`config.mk`:
```
export PLATFORM = sky130hd
export DESIGN_NAME = sobel4dir_core
export DESIGN_NICKNAME = d
export VERILOG_FILES = /design/src/rtl/sobel4dir_core.sv
export SDC_FILE = /design/constraint.sdc
export NUM_CORES = 1
export LEC_CHECK = 0
export CAP_MARGIN = 0
export CELL_PAD_IN_SITES_DETAIL_PLACEMENT = 1
export CELL_PAD_IN_SITES_GLOBAL_PLACEMENT = 2
export CORE_UTILIZATION = 35
export CTS_CLUSTER_DIAMETER = 30
export DETAILED_ROUTE_END_ITERATION = 8
export PLACE_DENSITY = 0.8
export RECOVER_POWER = 25
export REMOVE_ABC_BUFFERS = 1
export SLEW_MARGIN = 10
export SYNTH_ARGS = -nofsm -noshare
export SYNTH_HDL_FRONTEND = slang
export SYNTH_SLANG_ARGS = --single-unit
```
`constraint.sdc`:
```
create_clock -name s_aclk -period 7.7 [get_ports s_aclk]
set_input_delay 0.77 -clock s_aclk [delete_from_list [all_inputs] [get_ports s_aclk]]
set_output_delay 0.77 -clock s_aclk [all_outputs]
set_load 0.01 [all_outputs]
```
`src/rtl/sobel4dir_core.sv`:
```
// rtl/sobel4dir_core.sv - four-direction Sobel edge stage, 3x3 window in, binary edge pixel out
//
// Purpose:
//   Takes one 3x3 window per beat and computes four gradients: 0, 90, 45 and 135 degrees.
//   It compares the sum of their squares with THRESH and emits EDGE_VAL or BG_VAL.
//   The stage is a three-deep pipeline with valid/ready on both sides and one global advance enable.
//   It sustains one pixel per clock while downstream is ready.
//
// Ports:
//   s_aclk         in   1   clock
//   s_areset       in   1   synchronous reset, active-high
//   s_axis_tvalid  in   1   window beat valid
//   s_axis_tready  out  1   stage accepts a window this cycle
//   s_axis_tdata   in   72  window p0..p8 row-major, p0 = [7:0] top-left, p8 = [71:64]
//   s_axis_tuser   in   1   start of frame, travels with the pixel
//   s_axis_tlast   in   1   end of line, travels with the pixel
//   m_axis_tvalid  out  1   edge pixel valid
//   m_axis_tready  in   1   downstream ready
//   m_axis_tdata   out  8   EDGE_VAL or BG_VAL
//   m_axis_tuser   out  1   delayed s_axis_tuser
//   m_axis_tlast   out  1   delayed s_axis_tlast

module sobel4dir_core #(
  parameter logic [21:0] THRESH   = 22'd4000,
  parameter logic [7:0]  EDGE_VAL = 8'hFF,
  parameter logic [7:0]  BG_VAL   = 8'h00
) (
  input  logic        s_aclk,
  input  logic        s_areset,
  input  logic        s_axis_tvalid,
  output logic        s_axis_tready,
  input  logic [71:0] s_axis_tdata,
  input  logic        s_axis_tuser,
  input  logic        s_axis_tlast,
  output logic        m_axis_tvalid,
  input  logic        m_axis_tready,
  output logic [7:0]  m_axis_tdata,
  output logic        m_axis_tuser,
  output logic        m_axis_tlast
);

  // Weighted three-tap difference: (a + 2b + c) - (d + 2e + f).
  // Each side is at most 1020, so both sides fit 11 bits unsigned.
  // The difference wraps correctly into signed 11 bits (range +/-1020).
  function automatic logic signed [10:0] kern(
    input logic [7:0] a, input logic [7:0] b, input logic [7:0] c,
    input logic [7:0] d, input logic [7:0] e, input logic [7:0] f
  );
    logic [10:0] pos;
    logic [10:0] neg;
    pos = {3'b000, a} + {2'b00, b, 1'b0} + {3'b000, c};
    neg = {3'b000, d} + {2'b00, e, 1'b0} + {3'b000, f};
    return $signed(pos - neg);
  endfunction

  // Square of a gradient.
  // The magnitude never exceeds 1020, so the negation only needs the low 10 bits.
  function automatic logic [19:0] square(input logic signed [10:0] g);
    logic [9:0] mag;
    mag = g[10] ? (~g[9:0] + 10'd1) : g[9:0];
    return 20'(mag) * 20'(mag);
  endfunction

  // Every stage shifts together when the output slot is empty or being drained.
  logic en;
  assign en            = ~m_axis_tvalid | m_axis_tready;
  assign s_axis_tready = en;

  logic [7:0] p [0:8];

  always_comb begin
    for (int i = 0; i < 9; i++) begin
      p[i] = s_axis_tdata[8*i +: 8];
    end
  end

  logic signed [10:0] gx_c;
  logic signed [10:0] gy_c;
  logic signed [10:0] g45_c;
  logic signed [10:0] g135_c;

  assign gx_c   = kern(p[2], p[5], p[8], p[0], p[3], p[6]);
  assign gy_c   = kern(p[6], p[7], p[8], p[0], p[1], p[2]);
  assign g45_c  = kern(p[1], p[2], p[5], p[3], p[6], p[7]);
  assign g135_c = kern(p[1], p[0], p[3], p[5], p[8], p[7]);

  // Stage 1: gradients
  logic               s1_valid;
  logic               s1_user;
  logic               s1_last;
  logic signed [10:0] s1_gx;
  logic signed [10:0] s1_gy;
  logic signed [10:0] s1_g45;
  logic signed [10:0] s1_g135;

  // Stage 2: squares
  logic        s2_valid;
  logic        s2_user;
  logic        s2_last;
  logic [19:0] s2_sq_x;
  logic [19:0] s2_sq_y;
  logic [19:0] s2_sq_45;
  logic [19:0] s2_sq_135;

  // Stage 3 input: four 20-bit squares sum to at most 4161600, which fits 22 bits.
  logic [21:0] g2_sum;
  logic        edge_hit;

  assign g2_sum   = 22'(s2_sq_x) + 22'(s2_sq_y) + 22'(s2_sq_45) + 22'(s2_sq_135);
  assign edge_hit = g2_sum > THRESH;

  // Only the valid bits and the output registers are reset.
  // Datapath contents behind a cleared valid bit are never observed.
  always_ff @(posedge s_aclk) begin
    if (s_areset) begin
      s1_valid      <= 1'b0;
      s2_valid      <= 1'b0;
      m_axis_tvalid <= 1'b0;
      m_axis_tdata  <= BG_VAL;
      m_axis_tuser  <= 1'b0;
      m_axis_tlast  <= 1'b0;
    end else if (en) begin
      // Sideband bits are qualified by valid, so bubbles never carry a stray tuser or tlast.
      s1_valid      <= s_axis_tvalid;
      s1_user       <= s_axis_tvalid & s_axis_tuser;
      s1_last       <= s_axis_tvalid & s_axis_tlast;
      s1_gx         <= gx_c;
      s1_gy         <= gy_c;
      s1_g45        <= g45_c;
      s1_g135       <= g135_c;

      s2_valid      <= s1_valid;
      s2_user       <= s1_user;
      s2_last       <= s1_last;
      s2_sq_x       <= square(s1_gx);
      s2_sq_y       <= square(s1_gy);
      s2_sq_45      <= square(s1_g45);
      s2_sq_135     <= square(s1_g135);

      m_axis_tvalid <= s2_valid;
      m_axis_tuser  <= s2_user;
      m_axis_tlast  <= s2_last;
      m_axis_tdata  <= edge_hit ? EDGE_VAL : BG_VAL;
    end
  end

endmodule

```
==> reports/qor_table.md <==
| Quantity | Reported |
|:---|:---|
| Synth cell count leaders | sky130_fd_sc_hd__inv_1, sky130_fd_sc_hd__fa_1, sky130_fd_sc_hd__ha_1 |
| Clock Tree Root | sky130_fd_sc_hd__clkbuf_16 |
| Worst Tran Pin Value | 3380 ps |
| Kind of critical path | reg -> reg |
| Post-layout instance count excluding filler cells | 2,999 |
| Library cell with the highest instance count after synthesis | sky130_fd_sc_hd__inv_1 |
| Portion of the post-synthesis area used by sequential elements | 18.1% |
| Wl on met1 | 23,400 um |
| Max-slew violations | 59 |
| RSZ-0062 raised after global routing | no |
| CORE AREA | 0.0595 mm2 |
| TNS Setup | 0 ps |
| Worst slew margin | -125% |
| Count of cell types in the netlist | 73 |
| Buffer depth of the longest clock path | 2 |
| Max Clock Freq | 142 MHz |
| Hold bufs inserted after CTS | 0 |
| Largest area contributor in the netlist | sky130_fd_sc_hd__fa_1 |
| Amount of wire on met3 after detailed routing | 1290 um |
| Arrival time reported for the critical path endpoint | 7280 ps |
| Remaining antenna violation count after routing | 0 |
| Largest net degree at the start of global routing | 64 |
| Aggregate global-route resource usage | 18.4% |
| Final HPWL DP | 46,500 um |
| Period minus WS final | 7050 ps |
| Share of Yosys cell area claimed by the top area cell type | 32.3% |
| Buffers inserted by post-CTS timing repair | 0 |
| Die height | 248 um |
| Clk slew on worst S/H paths | 60 ps |
| Cell area after technology mapping | 0.0212 mm2 |
| Warning count from the yosys run | 0 |
| Kind of path behind the tightest hold check | reg -> reg |
| Buffers on Ports | 81 |
| Wire length of the first global-routing pass | 86,700 um |
| Crit. End Element | flip-flop |
| Number of placed instances with taps included | 2,969 |
| Final count of negative-setup-slack endpoints | 0 |
| Top fanout value on the critical path | 9 |
| X dimension of the die | 248 um |
| Total wirelength of the detailed-routed design | 52,800 um |
| Share of cells above drive strength 1 | 3.32% |
| Worst setup SP type | flip-flop |
| Top cells by area, synth | sky130_fd_sc_hd__fa_1, sky130_fd_sc_hd__edfxtp_1, sky130_fd_sc_hd__ha_1, sky130_fd_sc_hd__inv_1, sky130_fd_sc_hd__xnor2_1 |
| Num ports | 90 |
| Row count | 89 |
| Fraction of the cycle the final worst path needs | 91.6% |
| Diodes inserted | 0 |
| Number of clock buffers inserted by TritonCTS | 17 |
| Number of antenna violations at the first check in global routing | 0 |
| Detailed route wirelength on metal2 | 27,100 um |
| TritonCTS clock tree | done |
| Required time at the worst-slack endpoint | 7930 ps |
| Register bit total from synthesis | 130 |
| Final Hold Vio Count | 0 |
| Top Metal Used | met4 |
| Fin nets | 2,899 |
| Vias in the first global route | 16,600 |
| Clock network latency to the later pin of the worst-skew pair | 480 ps |
| Fraction of registers with async set/reset | 0% |
| Grt ovf | 0 |
| Result of the run | finished, violations left |
| Synthesized instance count | 2,115 |
| Final Wtd Congestion | 0.877 |
| Die area | 0.0617 mm2 |
| Detailed-route wire length per cell | 17.6 um |
| Drt first pass iters | 5 |
| Via-to-Cell Ratio | 4.86 |
| Mean instance size in the synthesized netlist | 10.0 um2 |
| Resized Gates After CTS | 0 |
| Violations in the final reports | capacitance limit, slew limit |
| Initial Utilization | 35.7% |
| Remaining DRCs | 0 |
| Number of enable flip-flop cells after synthesis | 124 |
| Worst setup skew after layout | 10.9 ps |
| Via Count | 14,600 |
| Most used flip-flop cell after synthesis | sky130_fd_sc_hd__edfxtp_1 |
| Initial detailed-routing violation count | 453 |
| Relative area change from synthesis to final layout | 11.5% |
| CTS Sinks | 130 |
| Maxcap violations | 1 |
| Number of levels in the clock H-tree | 4 |
==> through the flow <==
step / cell area, um2 / hold WS [ps] / utilization [%] / setup WS [ps]
floorplan: 21100 / 400 / - / 1070
global placement: 23100 / 404 / 38.8 / 665
detailed placement: 23100 / 417 / 38.8 / 637
CTS: 23700 / 431 / 39.9 / 620
global route: 23700 / 437 / 39.8 / 225
finish: 23700 / 425 / 39.8 / 648
==> area by class of cell <==
class	instances	area, um2
Multi-Input combinational cell	1484	15500
Fill cell	6742	35800
Tap cell	773	967
Inverter	477	1790
Timing Repair Buffer	105	976
Sequential cell	130	3840
Clock inverter	13	210
Clock buffer	17	425
==> critical path, stage by stage (launching register included) <==
cell and delay (ps):
sky130_fd_sc_hd__edfxtp_1 390, sky130_fd_sc_hd__inv_2 160, sky130_fd_sc_hd__nand2_1 100, sky130_fd_sc_hd__or4b_2 700, sky130_fd_sc_hd__o41ai_4 290, sky130_fd_sc_hd__xnor2_1 190
sky130_fd_sc_hd__nand2_1 170, sky130_fd_sc_hd__fa_1 570, sky130_fd_sc_hd__fa_1 540, sky130_fd_sc_hd__inv_1 50, sky130_fd_sc_hd__fa_1 500, sky130_fd_sc_hd__fa_1 540
sky130_fd_sc_hd__inv_1 50, sky130_fd_sc_hd__fa_1 530, sky130_fd_sc_hd__inv_1 40, sky130_fd_sc_hd__ha_1 350, sky130_fd_sc_hd__o21a_1 200, sky130_fd_sc_hd__o21ai_0 210
sky130_fd_sc_hd__a31oi_1 100, sky130_fd_sc_hd__o41ai_1 600, sky130_fd_sc_hd__o2111ai_1 220, sky130_fd_sc_hd__a21oi_1 220, sky130_fd_sc_hd__xnor2_1 80
==> logic make-up (layout without fill, tap and decap cells) <==
group,count (synthesis),count (layout),share of synthesized area [%]
xor+xnor,163,163,6.81
buf+inv,502,612,9.08
fa+ha+maj,606,606,47.8
compound gates,268,268,8.55
flops,130,130,18.1
mux,13,13,0.678
other cells,2,3,0.0354
simple gates,431,431,8.91
==> cell usage in the layout, fill, tap and decap left out, types with 49 or more instances in the layout <==
cell type	netlist	routed
sky130_fd_sc_hd__a21oi_1	81	81
sky130_fd_sc_hd__xnor2_1	113	113
sky130_fd_sc_hd__ha_1	263	263
sky130_fd_sc_hd__nand2_1	146	146
sky130_fd_sc_hd__inv_1	470	470
sky130_fd_sc_hd__nor2_1	163	163
sky130_fd_sc_hd__xor2_1	49	49
sky130_fd_sc_hd__clkdlybuf4s50_1	0	75
sky130_fd_sc_hd__edfxtp_1	124	124
sky130_fd_sc_hd__fa_1	343	343
==> path summary, 6_finish.rpt <==
kind / to / start / depth (start not counted) / slack (ps)
max: s2_sq_y[18] / s1_gy[0] / 22 / 650
min: s2_user / s1_user / 0 / 430
max reg2reg: s2_sq_y[18] / s1_gy[0] / 22 / 650
min reg2reg: s2_user / s1_user / 0 / 430
==> flip-flops by register name (all words and copies together) (netlist names), 11 cells and up <==
register,flops
s2_sq_45,19
s1_g45,11
s2_sq_135,19
s2_sq_x,19
s1_gx,11
s2_sq_y,19
s1_g135,11
s1_gy,11
==> layer usage <==
layer	vias up	global-route usage (%)
met5	-	0
met4	0	5.06
met3	48	2.39
met2	186	33.5
met1	7393	22.7
li1	6945	-
Power is left out: the tool's default activity adds up to more than one toggle a clock period on the data nets, which glitch-free logic cannot reach.
